[src/rtl/trunnion_drive_responder.sv]
// Optics trunnion servo responder: accumulates AGC CDU drive pulses into a signed
// error count and pays it back as paced TRNP/TRNM pulses. Define TRNDRV_ANGLE_EN for the angle counter.
module trunnion_drive_responder #(
   parameter int ERR_W   = 12,
   parameter int ANGLE_W = 16,
   parameter int PULSE_W = 8,
   parameter int GAP_W   = 64
) (
   input  logic                      clk,
   input  logic                      rst,
   input  logic                      cduclk,
   input  logic                      drive_p,
   input  logic                      drive_m,
   input  logic                      zop,
   output logic                      pulse_p,
   output logic                      pulse_m,
   output logic signed [ERR_W-1:0]   err,
   output logic        [ANGLE_W-1:0] angle,
   output logic                      busy
);

   localparam int CNT_MAX = (PULSE_W > GAP_W) ? PULSE_W : GAP_W;
   localparam int CNT_W   = $clog2(CNT_MAX + 1);
   localparam int SUM_W   = ERR_W + 2;

   localparam logic signed [SUM_W-1:0] SUM_ONE  = 1;
   localparam logic signed [SUM_W-1:0] SUM_MONE = -1;
   localparam logic signed [SUM_W-1:0] SUM_ZERO = 0;
   localparam logic signed [SUM_W-1:0] ERR_MAX  = (2 ** (ERR_W - 1)) - 1;
   localparam logic signed [SUM_W-1:0] ERR_MIN  = -((2 ** (ERR_W - 1)) - 1);
   localparam logic [CNT_W-1:0]        PULSE_LD = CNT_W'(PULSE_W - 1);
   localparam logic [CNT_W-1:0]        GAP_LD   = CNT_W'(GAP_W - 1);

   typedef enum logic [1:0] {
      IDLE  = 2'd0,
      PULSE = 2'd1,
      GAP   = 2'd2
   } state_t;

   logic [1:0]               r_cduSync;
   logic [1:0]               r_dpSync;
   logic [1:0]               r_dmSync;
   logic [1:0]               r_zopSync;
   logic                     r_cduPrev;
   state_t                   r_state;
   state_t                   w_nextState;
   logic [CNT_W-1:0]         r_cnt;
   logic [CNT_W-1:0]         w_nextCnt;
   logic                     r_dirP;
   logic signed [ERR_W-1:0]  r_err;
   logic signed [ERR_W-1:0]  w_errNext;
   logic signed [SUM_W-1:0]  w_errExt;
   logic signed [SUM_W-1:0]  w_deltaExt;
   logic signed [SUM_W-1:0]  w_issueExt;
   logic signed [SUM_W-1:0]  w_errSum;
   logic                     w_cduRise;
   logic                     w_zop;
   logic                     w_issue;
   logic                     w_errPos;

   always_ff @(posedge clk or posedge rst) begin
      if (rst) begin
         r_cduSync <= '0;
         r_dpSync  <= '0;
         r_dmSync  <= '0;
         r_zopSync <= '0;
         r_cduPrev <= 1'b0;
      end else begin
         r_cduSync <= {r_cduSync[0], cduclk};
         r_dpSync  <= {r_dpSync[0], drive_p};
         r_dmSync  <= {r_dmSync[0], drive_m};
         r_zopSync <= {r_zopSync[0], zop};
         r_cduPrev <= r_cduSync[1];
      end
   end

   assign w_cduRise = r_cduSync[1] & ~r_cduPrev;
   assign w_zop     = r_zopSync[1];
   assign w_errPos  = ~r_err[ERR_W-1];

   always_comb begin
      w_nextState = r_state;
      w_nextCnt   = r_cnt;
      w_issue     = 1'b0;
      unique case (r_state)
         IDLE: begin
            if ((r_err != '0) && !w_zop) begin
               w_nextState = PULSE;
               w_nextCnt   = PULSE_LD;
               w_issue     = 1'b1;
            end
         end
         PULSE: begin
            if (r_cnt == '0) begin
               w_nextState = GAP;
               w_nextCnt   = GAP_LD;
            end else begin
               w_nextCnt = r_cnt - CNT_W'(1);
            end
         end
         GAP: begin
            if (r_cnt == '0) begin
               w_nextState = IDLE;
            end else begin
               w_nextCnt = r_cnt - CNT_W'(1);
            end
         end
         default: w_nextState = IDLE;
      endcase
   end

   // Drive delta and the issued pulse fold into one saturating update, so a
   // simultaneous +1 drive and +1 issue leave the count unchanged.
   always_comb begin
      w_errExt   = {{2{r_err[ERR_W-1]}}, r_err};
      w_deltaExt = SUM_ZERO;
      w_issueExt = SUM_ZERO;
      if (w_cduRise && r_dpSync[1] && !r_dmSync[1]) begin
         w_deltaExt = SUM_ONE;
      end else if (w_cduRise && !r_dpSync[1] && r_dmSync[1]) begin
         w_deltaExt = SUM_MONE;
      end
      if (w_issue) begin
         w_issueExt = w_errPos ? SUM_ONE : SUM_MONE;
      end
      w_errSum = w_errExt + w_deltaExt - w_issueExt;
      if (w_zop) begin
         w_errNext = '0;
      end else if (w_errSum > ERR_MAX) begin
         w_errNext = ERR_MAX[ERR_W-1:0];
      end else if (w_errSum < ERR_MIN) begin
         w_errNext = ERR_MIN[ERR_W-1:0];
      end else begin
         w_errNext = w_errSum[ERR_W-1:0];
      end
   end

   always_ff @(posedge clk or posedge rst) begin
      if (rst) begin
         r_state <= IDLE;
         r_cnt   <= '0;
         r_dirP  <= 1'b0;
         r_err   <= '0;
      end else begin
         r_state <= w_nextState;
         r_cnt   <= w_nextCnt;
         r_err   <= w_errNext;
         if (w_issue) begin
            r_dirP <= w_errPos;
         end
      end
   end

`ifdef TRNDRV_ANGLE_EN
   logic [ANGLE_W-1:0] r_angle;

   always_ff @(posedge clk or posedge rst) begin
      if (rst) begin
         r_angle <= '0;
      end else if (w_issue) begin
         r_angle <= w_errPos ? (r_angle + ANGLE_W'(1)) : (r_angle - ANGLE_W'(1));
      end
   end

   assign angle = r_angle;
`else
   assign angle = '0;
`endif

   // Direction is latched at pulse entry, so a sign flip mid-pulse cannot swap outputs.
   assign pulse_p = (r_state == PULSE) &  r_dirP;
   assign pulse_m = (r_state == PULSE) & ~r_dirP;
   assign busy    = (r_state != IDLE);
   assign err     = r_err;

endmodule

[config.mk]
export PLATFORM = sky130hd
export DESIGN_NAME = trunnion_drive_responder
export DESIGN_NICKNAME = d
export VERILOG_FILES = /design/src/rtl/trunnion_drive_responder.sv
export SDC_FILE = /design/constraint.sdc
export NUM_CORES = 1
export LEC_CHECK = 0
export BUFFER_PORTS_ARGS = -buffer_cell sky130_fd_sc_hd__clkbuf_2
export CAP_MARGIN = 0
export CORE_ASPECT_RATIO = 1.25
export CORE_MARGIN = 3
export CORE_UTILIZATION = 53
export DETAILED_ROUTE_END_ITERATION = 8
export GPL_TIMING_DRIVEN = 0
export PLACE_DENSITY = 0.82
export SLEW_MARGIN = 20
export SYNTH_ARGS = -nofsm -noshare
export SYNTH_HDL_FRONTEND = slang
export SYNTH_SLANG_ARGS = --single-unit
[constraint.sdc]
create_clock -name clk -period 9.5 [get_ports clk]
set_input_delay 1.9 -clock clk [delete_from_list [all_inputs] [get_ports clk]]
set_output_delay 1.9 -clock clk [all_outputs]
set_load 0.02 [all_outputs]
==> results of run 1 <==
## how the worst max path moves through the flow
stage / startpoint / end / slack [ps] / depth (start not counted)
3_5_place_dp: err[6] / err[2] / 4870 / 16
6_report: err[6] / err[2] / 4780 / 16
3_3_place_gp: err[6] / err[1] / 4920 / 16
4_1_cts: err[6] / err[2] / 4820 / 16
2_1_floorplan: err[2] / err[0] / 5490 / 16
5_1_grt: err[6] / err[2] / 4420 / 16
## per-stage QoR
stage / area [µm²] / util
after floorplan: 2730 / -
after global placement: 2900 / 0.605
after detailed placement: 2900 / 0.605
after CTS: 3020 / 0.630
after global routing: 3020 / 0.630
final: 3020 / 0.630
## flip-flops by register name (all words and copies together) (netlist names)
register and count:
r_cnt 7, r_dirP 1, r_dmSync 2, err 12
r_state 2, r_dpSync 2, r_cduSync 2, r_zopSync 2
r_cduPrev 1
## synthesized netlist by cell type, types with 6 or more instances
cell / n / area (µm²)
buf_4: 16 / 120
dfrtp_1: 31 / 776
nor3_1: 8 / 40.0
nor4_1: 6 / 37.5
and2_1: 6 / 37.5
inv_1: 47 / 176
nor2_1: 14 / 52.6
a21oi_1: 16 / 80.1
ha_1: 21 / 263
nor2b_1: 6 / 37.5
o21ai_0: 15 / 75.1
nand2_1: 18 / 67.6
a21o_1: 6 / 45.0
nand2b_1: 11 / 68.8
fa_1: 11 / 220
## metal layers
layer | wire [µm] | global-route usage | vias to the layer above | part of all wire
met3 | 225 | 0.0284 | 8 | 0.039
met4 | 102 | 0.0853 | 0 | 0.018
met5 | 0 | 0 | - | 0
li1 | - | - | 1105 | -
met1 | 2300 | 0.233 | 1089 | 0.40
met2 | 3090 | 0.376 | 53 | 0.54
## layout make-up
class / instances / share of cell area
well taps: 60 / 0.0248
multi-input cells: 221 / 0.546
inverters: 47 / 0.0584
repair buffers: 20 / 0.0331
plain buffers: 18 / 0.0422
clock buffers: 6 / 0.0273
clock inverters: 2 / 0.0116
flip-flops and latches: 31 / 0.257
## placed cells by master, fill, tap and decap left out, types with 3 or more instances in the layout
master / synthesis / layout
inv_1: 47 / 46
dfrtp_1: 31 / 31
ha_1: 21 / 21
clkbuf_2: 0 / 20
nand2_1: 18 / 18
a21oi_1: 16 / 16
buf_4: 16 / 16
conb_1: 1 / 16
o21ai_0: 15 / 15
nor2_1: 14 / 14
nand2b_1: 11 / 11
fa_1: 11 / 11
nor3_1: 8 / 8
nor4_1: 6 / 6
nor2b_1: 6 / 6
a21o_1: 6 / 6
and2_1: 6 / 6
clkbuf_8: 0 / 6
a31oi_1: 4 / 4
a211oi_1: 4 / 4
a22oi_1: 4 / 4
o21a_1: 4 / 4
xor2_1: 3 / 3
nand3_1: 3 / 3
o31ai_1: 3 / 3
xnor2_1: 3 / 3
## cells by family (layout without fill, tap and decap cells)
family / after synthesis / after routing / share of synthesized area
and+or+nand+nor: 84 / 84 / 0.169
AOI/OAI and AO/OA: 81 / 81 / 0.217
buffers and inverters: 65 / 93 / 0.114
adders and majority gates: 32 / 32 / 0.181
DFF: 31 / 31 / 0.290
xor gates and xnor gates: 6 / 6 / 0.0197
muxes: 2 / 2 / 0.00796
other: 1 / 16 / 0.00140
==> results by group, run 1 <==
Layout
  – Fillers: 418
  – Multi-input logic area: roughly 1600 µm²
  – Synth-to-layout area growth: 13.1%
  – # nets final: 382
  – Layout cells sized above 1: 0.159
  – Register area: 776 µm²
  – Non-Filler Instances: just over 400
  – Ant. Diodes: 0

Floorplanning
  – Die H: 85.4 µm
  – Die Width: 69.5 µm
  – Site Rows: 28
  – I/O pins: 37
  – Core area: 4800 µm²
  – Starting density of the core: 0.557
  – Die area: 5940 µm²

STA
  – RSZ-0062 raised after global routing: false
  – Final setup margin: 4780 ps
  – Skew final: 4.97 ps
  – Slew @ Worst Pin: 826 ps
  – Period utilisation layout: 0.497
  – Max-slew headroom: 0.447
  – Crit path time final: 4720 ps
  – Max-slew violations: 0
  – Setup violators final: 0
  – F_max: about 210 MHz
  – Endpoints failing hold: 0
  – Final hold slack: 353 ps
  – Final setup TNS: 0 ps

Critical path
  – Delay-heaviest family, CP: simple AND/OR/NAND/NOR gates
  – Reg2Reg Depth: 16
  – Crit-path cells: nor4_1 > a31oi_1 > and2_1 > clkbuf_1 > nand2_1 > inv_1 > fa_1 > inv_1 > ha_1 > and3_1 > a22oi_1 > a211oi_1 > nor3_1 > nor3b_2 > o21ai_1 > a22oi_1
  – Setup crit start kind: flip-flop
  – Critical-path maximum fanout: 9
  – R2R Path End: err[2]
  – Critical path buffers and inverters: 3
  – Req. time, crit path: between 9000 and 10000 ps
  – Crit end category: flip-flop
  – Worst reg-to-reg setup slack: ~4800 ps
  – Slowest cell delay on critical path: 580 ps
  – Slowest CP cell: fa_1
  – Crit path kind: flip-flop to flip-flop
  – Worst Path Arrival: 4900 ps
  – Reg-to-Reg Start: err[6]

GRT
  – Gr usage total: 0.203
  – Number of global-route vias before repair: ~2200
  – First-pass GRT wire length: approximately 9800 µm
  – Largest net degree at the start of global routing: 32
  – Global route total overflow: 0
  – Initial antenna violation count: 0

CTS
  – Cts hold-fix bufs: 0
  – Clock transition at path regs: 70 ps
  – Setup repair bufs after CTS: 0
  – PostCTS Resize Cnt: 0
  – Clk Tree Root Cell: clkbuf_8
  – Clk buf depth: 2
  – H-tree Lvls: 2
  – CTS Sinks: 31
  – TritonCTS clock tree: done
  – Total CTS buffers: 5
  – Worst-skew pair later-pin latency: 280 ps

Logic synthesis
  – Syn_area_per_cell: 8.85 µm²
  – Sequential-to-total area share from yosys stat: 0.290
  – EDFF count, synth: 0
  – Unique masters post-synth: 56
  – Mapped Cells: approximately 300
  – Yosys warnings: 0
  – Yosys reg bits: 31
  – Top FF cell, synth: dfrtp_1
  – Async SR Flop Fraction: 1.00
  – Mapped Area: 2670 µm²

Routing
  – Routed WL: around 5700 µm
  – DRC: 0
  – Mean number of vias per cell: approximately 5.6
  – Post-route ant nets: 0
  – Initial drt markers: 59
  – Vias: approximately 2300
  – Avg WL per Cell: 14.1 µm
  – TritonRoute pass-1 iters: 4

Worst hold path
  – Hold depth: 0
  – Hold Path Sink: r_dmSync[1]
  – Worst hold path type: flip-flop to flip-flop
  – Hold path startpoint: r_dmSync[0]

Placement
  – DP Cell Count: 397
  – DP Worst Slack: 4870 ps
  – DP Wirelength: 4540 µm
  – PortBufs: 20
  – Routability Congestion: approximately 0.87

Outcome
  – Status: completed

Job
  – Max-Cap Viols: 0
Power of run 1 is left out: the tool's default activity adds up to more than one toggle a clock period on the data nets, which glitch-free logic cannot reach.
==> inputs of run 2 (changes only) <==
--- a/config.mk
+++ b/config.mk
@@ -5,6 +5,7 @@
 export SDC_FILE = /design/constraint.sdc
 export NUM_CORES = 1
 export LEC_CHECK = 0
+export ABC_AREA = 1
 export BUFFER_PORTS_ARGS = -buffer_cell sky130_fd_sc_hd__clkbuf_2
 export CAP_MARGIN = 0
 export CORE_ASPECT_RATIO = 1.25
==> constraint.sdc (replaced) <==
create_clock -name clk -period 4.4 [get_ports clk]
set_input_delay 0.88 -clock clk [delete_from_list [all_inputs] [get_ports clk]]
set_output_delay 0.88 -clock clk [all_outputs]
set_load 0.02 [all_outputs]
==> results by group, run 2 <==
Critical path
  – Req. time, crit path: 4610 ps (was 9680 ps)
  – Worst Path Arrival: 4030 ps (was 4900 ps)
  – Reg2Reg Depth: 24 (was 16)
  – Critical-path maximum fanout: 10 (was 9)
  – Slowest CP cell: fa_1 (unchanged)
  – Slowest cell delay on critical path: 510 ps (was 580 ps)
  – Crit end category: flip-flop (unchanged)
  – Crit. path cell count: 24 (was 16)
  – Reg-to-Reg Start: r_state[0] (was err[6])
  – Setup crit start kind: flip-flop (unchanged)
  – Crit path kind: flip-flop to flip-flop (unchanged)
  – R2R Path End: err[8] (was err[2])
  – Setup crit end: err[8] (was err[2])
  – Critical Path Source: r_state[0] (was err[6])
  – Delay-heaviest family, CP: simple AND/OR/NAND/NOR gates (unchanged)
  – Worst reg-to-reg setup slack: 590 ps (was 4780 ps)
  – Crit-path cells: inv_1 > ha_1 > inv_1 > nor2_1 > inv_1 > nor2_4 > inv_1 > fa_1 > inv_1 > fa_1 > inv_1 > nand3_1 > nand2_2 > nand2_2 > nand2_2 > nand2_2 > nand4_1 > nand2_2 > nor2_2 > nand2_1 > nand2_2 > buf_6 > nand3_2 > nand2_1 (was nor4_1 > a31oi_1 > and2_1 > clkbuf_1 > nand2_1 > inv_1 > fa_1 > inv_1 > ha_1 > and3_1 > a22oi_1 > a211oi_1 > nor3_1 > nor3b_2 > o21ai_1 > a22oi_1)
  – Critical path buffers and inverters: 7 (was 3)

Placement
  – Routability Congestion: 0.847 (was 0.871)
  – PortBufs: 20 (unchanged)
  – Post-DP Area: 3080 µm² (was 2900 µm²)
  – DP Wirelength: 4660 µm (was 4540 µm)

Routing
  – Initial drt markers: 105 (was 59)
  – Vias: 2357 (was 2255)
  – Routed WL: 5600 µm (was 5720 µm)
  – TritonRoute pass-1 iters: 4 (unchanged)
  – Post-route ant nets: 0 (unchanged)
  – Mean number of vias per cell: 4.79 (was 5.57)
  – DRC: 0 (unchanged)
  – Avg WL per Cell: 11.4 µm (was 14.1 µm)

STA
  – Endpoints failing hold: 0 (unchanged)
  – RSZ-0062 raised after global routing: false (unchanged)
  – Slew @ Worst Pin: 696 ps (was 826 ps)
  – F_max: 262 MHz (was 212 MHz)
  – Max-slew violations: 0 (unchanged)
  – Max-slew headroom: 0.535 (was 0.447)
  – Skew final: 6.05 ps (was 4.97 ps)
  – Period utilisation layout: 0.867 (was 0.497)
  – Setup violators final: 0 (unchanged)
  – Crit path time final: 3810 ps (was 4720 ps)

GRT
  – Number of global-route vias before repair: 2273 (was 2229)
  – First-pass GRT wire length: 9430 µm (was 9800 µm)
  – Largest net degree at the start of global routing: 32 (unchanged)
  – Global route total overflow: 0 (unchanged)
  – Gr usage total: 0.190 (was 0.203)
  – Initial antenna violation count: 0 (unchanged)

Job
  – Max-Cap Viols: 0 (unchanged)

Floorplanning
  – I/O pins: 37 (unchanged)
  – Die H: 87.9 µm (was 85.4 µm)
  – Site Rows: 29 (was 28)
  – Starting density of the core: 0.556 (was 0.557)
  – Die area: 6280 µm² (was 5940 µm²)
  – Die Width: 71.5 µm (was 69.5 µm)
  – Core area: 5120 µm² (was 4800 µm²)

Logic synthesis
  – Largest family of logic cells by synthesized area: simple AND/OR/NAND/NOR gates (was compound AO/OA/AOI/OAI gates)
  – Unique masters post-synth: 30 (was 56)
  – Mapped Area: 2840 µm² (was 2670 µm²)
  – Mux cell area share after synthesis: 0 (was 0.00796)
  – Commonest cells post-synth: nand2_1 (88), inv_1 (82), dfrtp_1 (31), nor2_1 (29), ha_1 (21) (was inv_1 (47), dfrtp_1 (31), ha_1 (21), nand2_1 (18))
  – Sequential-to-total area share from yosys stat: 0.273 (was 0.290)
  – Synth Area in Compound Gates: 0.0603 (was 0.217)
  – Yosys warnings: 0 (unchanged)
  – Synth Area in Simple Gates: 0.317 (was 0.169)
  – EDFF count, synth: 0 (unchanged)
  – Most common cell in the netlist: nand2_1 (was inv_1)
  – Xor and xnor area share after synthesis: 0.0119 (was 0.0197)
  – Async SR Flop Fraction: 1.00 (unchanged)
  – Post-synth top area share: 0.273 (was 0.290)
  – Syn_area_per_cell: 7.38 µm² (was 8.85 µm²)
  – Mapped Cells: 385 (was 302)
  – Yosys reg bits: 31 (unchanged)
  – Post-synthesis adder-cell area fraction: 0.170 (was 0.181)
  – Top cells by area, synth: dfrtp_1 (27%), nand2_1 (12%), inv_1 (11%) (was dfrtp_1 (29%), ha_1 (9.8%), fa_1 (8.2%))
  – Area leader, netlist: dfrtp_1 (unchanged)
  – Top FF cell, synth: dfrtp_1 (unchanged)

Outcome
  – Status: completed (unchanged)

Layout
  – Synth-to-layout area growth: 12.5% (was 13.1%)
  – Post-route cell area: 3200 µm² (was 3020 µm²)
  – Fillers: 451 (was 418)
  – Ant. Diodes: 0 (unchanged)
  – # nets final: 467 (was 382)
  – Max FFs per register: 12 (unchanged)
  – Most frequent cells in the layout: nand2_1 (88), inv_1 (81), dfrtp_1 (31) (was inv_1 (46), dfrtp_1 (31), ha_1 (21))
  – Layout cells sized above 1: 0.219 (was 0.159)
  – Most common cell after layout, fill and taps aside: nand2_1 (was inv_1)

CTS
  – Total CTS buffers: 5 (unchanged)
  – H-tree Lvls: 2 (unchanged)
  – Worst-skew pair later-pin latency: 280 ps (about the same)
  – Clk Tree Root Cell: clkbuf_8 (unchanged)
  – CTS Sinks: 31 (unchanged)
  – Clock transition at path regs: 60 ps (was 70 ps)
  – TritonCTS clock tree: done (unchanged)
  – Clk buf depth: 2 (unchanged)

Worst hold path
  – Worst hold path type: flip-flop to flip-flop (unchanged)
-- run 2: cell count changes after synthesis, sizes merged, moves of 5 or more --
cell | before | now
o21ai | 17 | 9
nand2 | 18 | 105
a21o | 6 | 0
a211oi | 6 | 0
nand3b | 1 | 6
and2 | 6 | 1
nand3 | 3 | 28
nor2b | 6 | 0
nor2 | 14 | 32
inv | 47 | 86
nand2b | 12 | 0
-- run 2: logic make-up (layout without fill, tap and decap cells) --
| kind of cell | Yosys count | count (layout) |
|---|---|---|
| adders and majority gates | 32 | 32 |
| DFF | 31 | 31 |
| and+or+nand+nor | 185 | 185 |
| AOI/OAI and AO/OA | 28 | 28 |
| buffers and inverters | 105 | 135 |
| xor gates and xnor gates | 3 | 3 |
| other | 1 | 16 |
-- run 2: what timing repair did --
item | CTS | global route
resized for setup | 1 | 1
endpoints found under the setup margin | 11 | 11
setup buffers | 0 | 2
hold buffers | 0 | 0
pin swaps | 0 | 1
-- run 2: worst register-to-register path, delay by kind of cell (launching register included) --
kind	cells	cell delay [ps]
flip-flops	1	410
adder cells (fa/ha/maj)	3	1120
buffers and inverters	7	810
AND/OR/NAND/NOR	14	1420
-- run 2: worst min path at each step --
stage          cells after the start  slack, ps    startpoint           end
2_1_floorplan                      0        330  r_cduSync[0]  r_cduSync[1]
3_3_place_gp                       0        330  r_cduSync[0]  r_cduSync[1]
3_5_place_dp                       0        340  r_cduSync[0]  r_cduSync[1]
4_1_cts                            0        350   r_dpSync[0]   r_dpSync[1]
5_1_grt                            0        350   r_dpSync[0]   r_dpSync[1]
6_report                           0        340   r_dpSync[0]   r_dpSync[1]
-- run 2: layout make-up --
type / instances / area, µm² / share of cell area
multi-input combinational: 264 / 1660 / 0.518
sequential: 31 / 776 / 0.242
inverter: 86 / 323 / 0.101
buffer: 19 / 150 / 0.0469
timing repair buffer: 22 / 115 / 0.0360
clock buffer: 8 / 100 / 0.0313
tap: 62 / 77.6 / 0.0242
-- run 2: through the flow --
step	std cells	TNS, ps	util	hold slack [ps]	worst slack (ps)
after detailed placement	482	-1970	0.601	336	-216
final	492	0	0.625	344	586
after global routing	492	0	0.625	352	245
after global placement	482	-820	0.601	332	-104
after floorplan	400	0	-	331	500
after CTS	490	0	0.621	349	90.4
-- run 2: routing by layer --
layer	track usage	up-vias	routed length [µm]
met5	0	-	0
li1	-	1233	-
met3	0.0207	14	130
met1	0.201	1072	2220
met2	0.369	38	3060
met4	0.0906	0	188
Power of run 2 is left out for the same reason.
==> inputs of run 3 (changes only) <==
--- a/config.mk
+++ b/config.mk
@@ -5,7 +5,6 @@
 export SDC_FILE = /design/constraint.sdc
 export NUM_CORES = 1
 export LEC_CHECK = 0
-export ABC_AREA = 1
 export BUFFER_PORTS_ARGS = -buffer_cell sky130_fd_sc_hd__clkbuf_2
 export CAP_MARGIN = 0
 export CORE_ASPECT_RATIO = 1.25
==> results by group, run 3 (synthesized netlist as in run 1, its figures left out) <==
GRT
  – First-pass GRT wire length: 10200 µm (was 9430 µm)
  – Global route total overflow: 0 (unchanged)
  – Number of global-route vias before repair: 2337 (was 2273)
  – Initial antenna violation count: 0 (unchanged)
  – Largest net degree at the start of global routing: 32 (unchanged)
  – Gr usage total: 0.213 (was 0.190)

Floorplanning
  – Starting density of the core: 0.557 (was 0.556)
  – I/O pins: 37 (unchanged)
  – Die H: 85.4 µm (was 87.9 µm)
  – Site Rows: 28 (was 29)
  – Core area: 4800 µm² (was 5120 µm²)
  – Die area: 5940 µm² (was 6280 µm²)
  – Die Width: 69.5 µm (was 71.5 µm)

Critical path
  – Slowest cell delay on critical path: 520 ps (was 510 ps)
  – Reg2Reg Depth: 16 (was 24)
  – Critical-path maximum fanout: 8 (was 10)
  – Setup crit start kind: flip-flop (unchanged)
  – Crit-path cells: nor4_2 > a31oi_1 > and2_4 > nand2_2 > clkinvlp_4 > buf_6 > fa_1 > inv_1 > ha_4 > a21o_1 > or4_4 > o2111a_1 > a211oi_4 > buf_4 > and3b_1 > a31oi_1 (was inv_1 > ha_1 > inv_1 > nor2_1 > inv_1 > nor2_4 > inv_1 > fa_1 > inv_1 > fa_1 > inv_1 > nand3_1 > nand2_2 > nand2_2 > nand2_2 > nand2_2 > nand4_1 > nand2_2 > nor2_2 > nand2_1 > nand2_2 > buf_6 > nand3_2 > nand2_1)
  – Worst Path Arrival: 4620 ps (was 4030 ps)
  – Crit path kind: flip-flop to flip-flop (unchanged)
  – R2R Path End: err[0] (was err[8])
  – Worst reg-to-reg setup slack: -40 ps (was 590 ps)
  – Reg-to-Reg Start: err[10] (was r_state[0])
  – CP dominant cell by count: a31oi_1
  – Slowest CP cell: or4_4 (was fa_1)
  – Delay-heaviest family, CP: simple AND/OR/NAND/NOR gates (unchanged)
  – Req. time, crit path: 4580 ps (was 4610 ps)
  – Crit end category: flip-flop (unchanged)
  – Critical path buffers and inverters: 4 (was 7)

Layout
  – Register area: 777 µm² (was 776 µm²)
  – Post-route cell area: 3350 µm² (was 3200 µm²)
  – Layout Utilization: 0.698 (was 0.625)
  – Multi-input logic area: 1850 µm² (was 1660 µm²)
  – Synth-to-layout area growth: 25.4% (was 12.5%)
  – Non-Filler Instances: 420 (was 492)
  – Layout cells sized above 1: 0.281 (was 0.219)
  – Most frequent cells in the layout: inv_1 (45), buf_4 (30), dfrtp_1 (30) (was nand2_1 (88), inv_1 (81), dfrtp_1 (31))
  – Ant. Diodes: 0 (unchanged)
  – # nets final: 397 (was 467)
  – Max FFs per register: 12 (unchanged)
  – Most common cell after layout, fill and taps aside: inv_1 (was nand2_1)
  – Fillers: 348 (was 451)

Placement
  – Routability Congestion: 0.871 (was 0.847)
  – DP Cell Count: 397 (was 482)
  – PortBufs: 20 (unchanged)
  – Post-DP Area: 2900 µm² (was 3080 µm²)
  – DP Wirelength: 4540 µm (was 4660 µm)

Outcome
  – Failing checks: setup timing
  – Status: complete, but fails checks (was completed)

CTS
  – Clk Tree Root Cell: clkbuf_8 (unchanged)
  – Clk buf depth: 2 (unchanged)
  – Total CTS buffers: 5 (unchanged)
  – Worst-skew pair later-pin latency: 290 ps (was 280 ps)
  – H-tree Lvls: 2 (unchanged)
  – TritonCTS clock tree: done (unchanged)
  – Clock transition at path regs: 70 ps (was 60 ps)
  – CTS Sinks: 31 (unchanged)

STA
  – Max-slew violations: 0 (unchanged)
  – Skew final: 11.7 ps (was 6.05 ps)
  – Max-slew headroom: 0.559 (was 0.535)
  – Crit path time final: 4440 ps (was 3810 ps)
  – F_max: 225 MHz (was 262 MHz)
  – Endpoints failing hold: 0 (unchanged)
  – Slew @ Worst Pin: 661 ps (was 696 ps)
  – Setup violators final: 2 (was 0)
  – Final setup margin: -41.3 ps (was 586 ps)
  – Period utilisation layout: 1.01 (was 0.867)
  – Final setup TNS: -63.1 ps (was 0 ps)

Job
  – Max-Cap Viols: 0 (unchanged)

Routing
  – Initial drt markers: 118 (was 105)
  – Vias: 2453 (was 2357)
  – TritonRoute pass-1 iters: 4 (unchanged)
  – Mean number of vias per cell: 5.84 (was 4.79)
  – Post-route ant nets: 0 (unchanged)
  – DRC: 0 (unchanged)
  – Avg WL per Cell: 16.3 µm (was 11.4 µm)
  – Routed WL: 6830 µm (was 5600 µm)

Worst hold path
  – Hold Path Sink: r_dpSync[1] (unchanged)
  – Hold path startpoint: r_dpSync[0] (unchanged)
  – Worst hold path type: flip-flop to flip-flop (unchanged)
  – Hold depth: 0 (unchanged)
[run 3: changes by cell type in the layout (fill, tap and decap cells not counted), sizes merged, moves of 6 or more]
cell	before	now
nand2b	0	12
buf	21	32
inv	86	46
nand2	105	18
o21ai	9	17
a21o	0	6
nor2	32	14
nor2b	0	6
nand3	28	3
a211oi	0	6
[run 3: per-layer routing]
| layer | part of all wire | track usage | vias up |
|---|---|---|---|
| met3 | 0.048 | 0.0308 | 21 |
| met2 | 0.54 | 0.394 | 88 |
| met4 | 0.029 | 0.0995 | 0 |
| li1 | - | - | 1138 |
| met1 | 0.38 | 0.237 | 1206 |
| met5 | 0 | 0 | - |
[run 3: timing repair]
| action | CTS | global route |
|---|---|---|
| setup buffers | 10 | 6 |
| hold buffers | 0 | 0 |
| resized for setup | 15 | 31 |
| pin swaps | 7 | 17 |
| setup endpoints to repair | 11 | 11 |
[run 3: how the worst max path moves through the flow]
| stage | start | to | cells past startpoint |
|---|---|---|---|
| after floorplan | err[2] | err[0] | 16 |
| after global placement | err[6] | err[1] | 16 |
| after CTS | err[9] | err[0] | 17 |
| final | err[10] | err[0] | 16 |
| after global routing | err[10] | err[0] | 15 |
| after detailed placement | err[6] | err[2] | 16 |
[run 3: cell type report]
class,instances,share of cell area
Buffer,17,0.0370
Clock buffer,6,0.0246
Clock inverter,2,0.0105
Inverter,47,0.0538
Multi-Input combinational cell,221,0.552
Sequential cell,31,0.232
Tap cell,60,0.0224
Timing Repair Buffer,36,0.0680
[run 3: metrics by stage]
step	hold slack [ps]	setup WS (ps)
2_1_floorplan	331	392
3_3_place_gp	334	-180
3_5_place_dp	345	-234
4_1_cts	360	5.70
5_1_grt	362	-203
6_report	355	-41.3
[run 3: worst register-to-register path: stages, from the launching register on]
cell and delay, ps:
dfrtp_1 430, nor4_2 370, a31oi_1 190, and2_4 200, nand2_2 100, clkinvlp_4 240, buf_6 210, fa_1 490
inv_1 70, ha_4 190, a21o_1 210, or4_4 520, o2111a_1 300, a211oi_4 210, buf_4 160, and3b_1 190
a31oi_1 270
Power of run 3 is left out for the same reason.
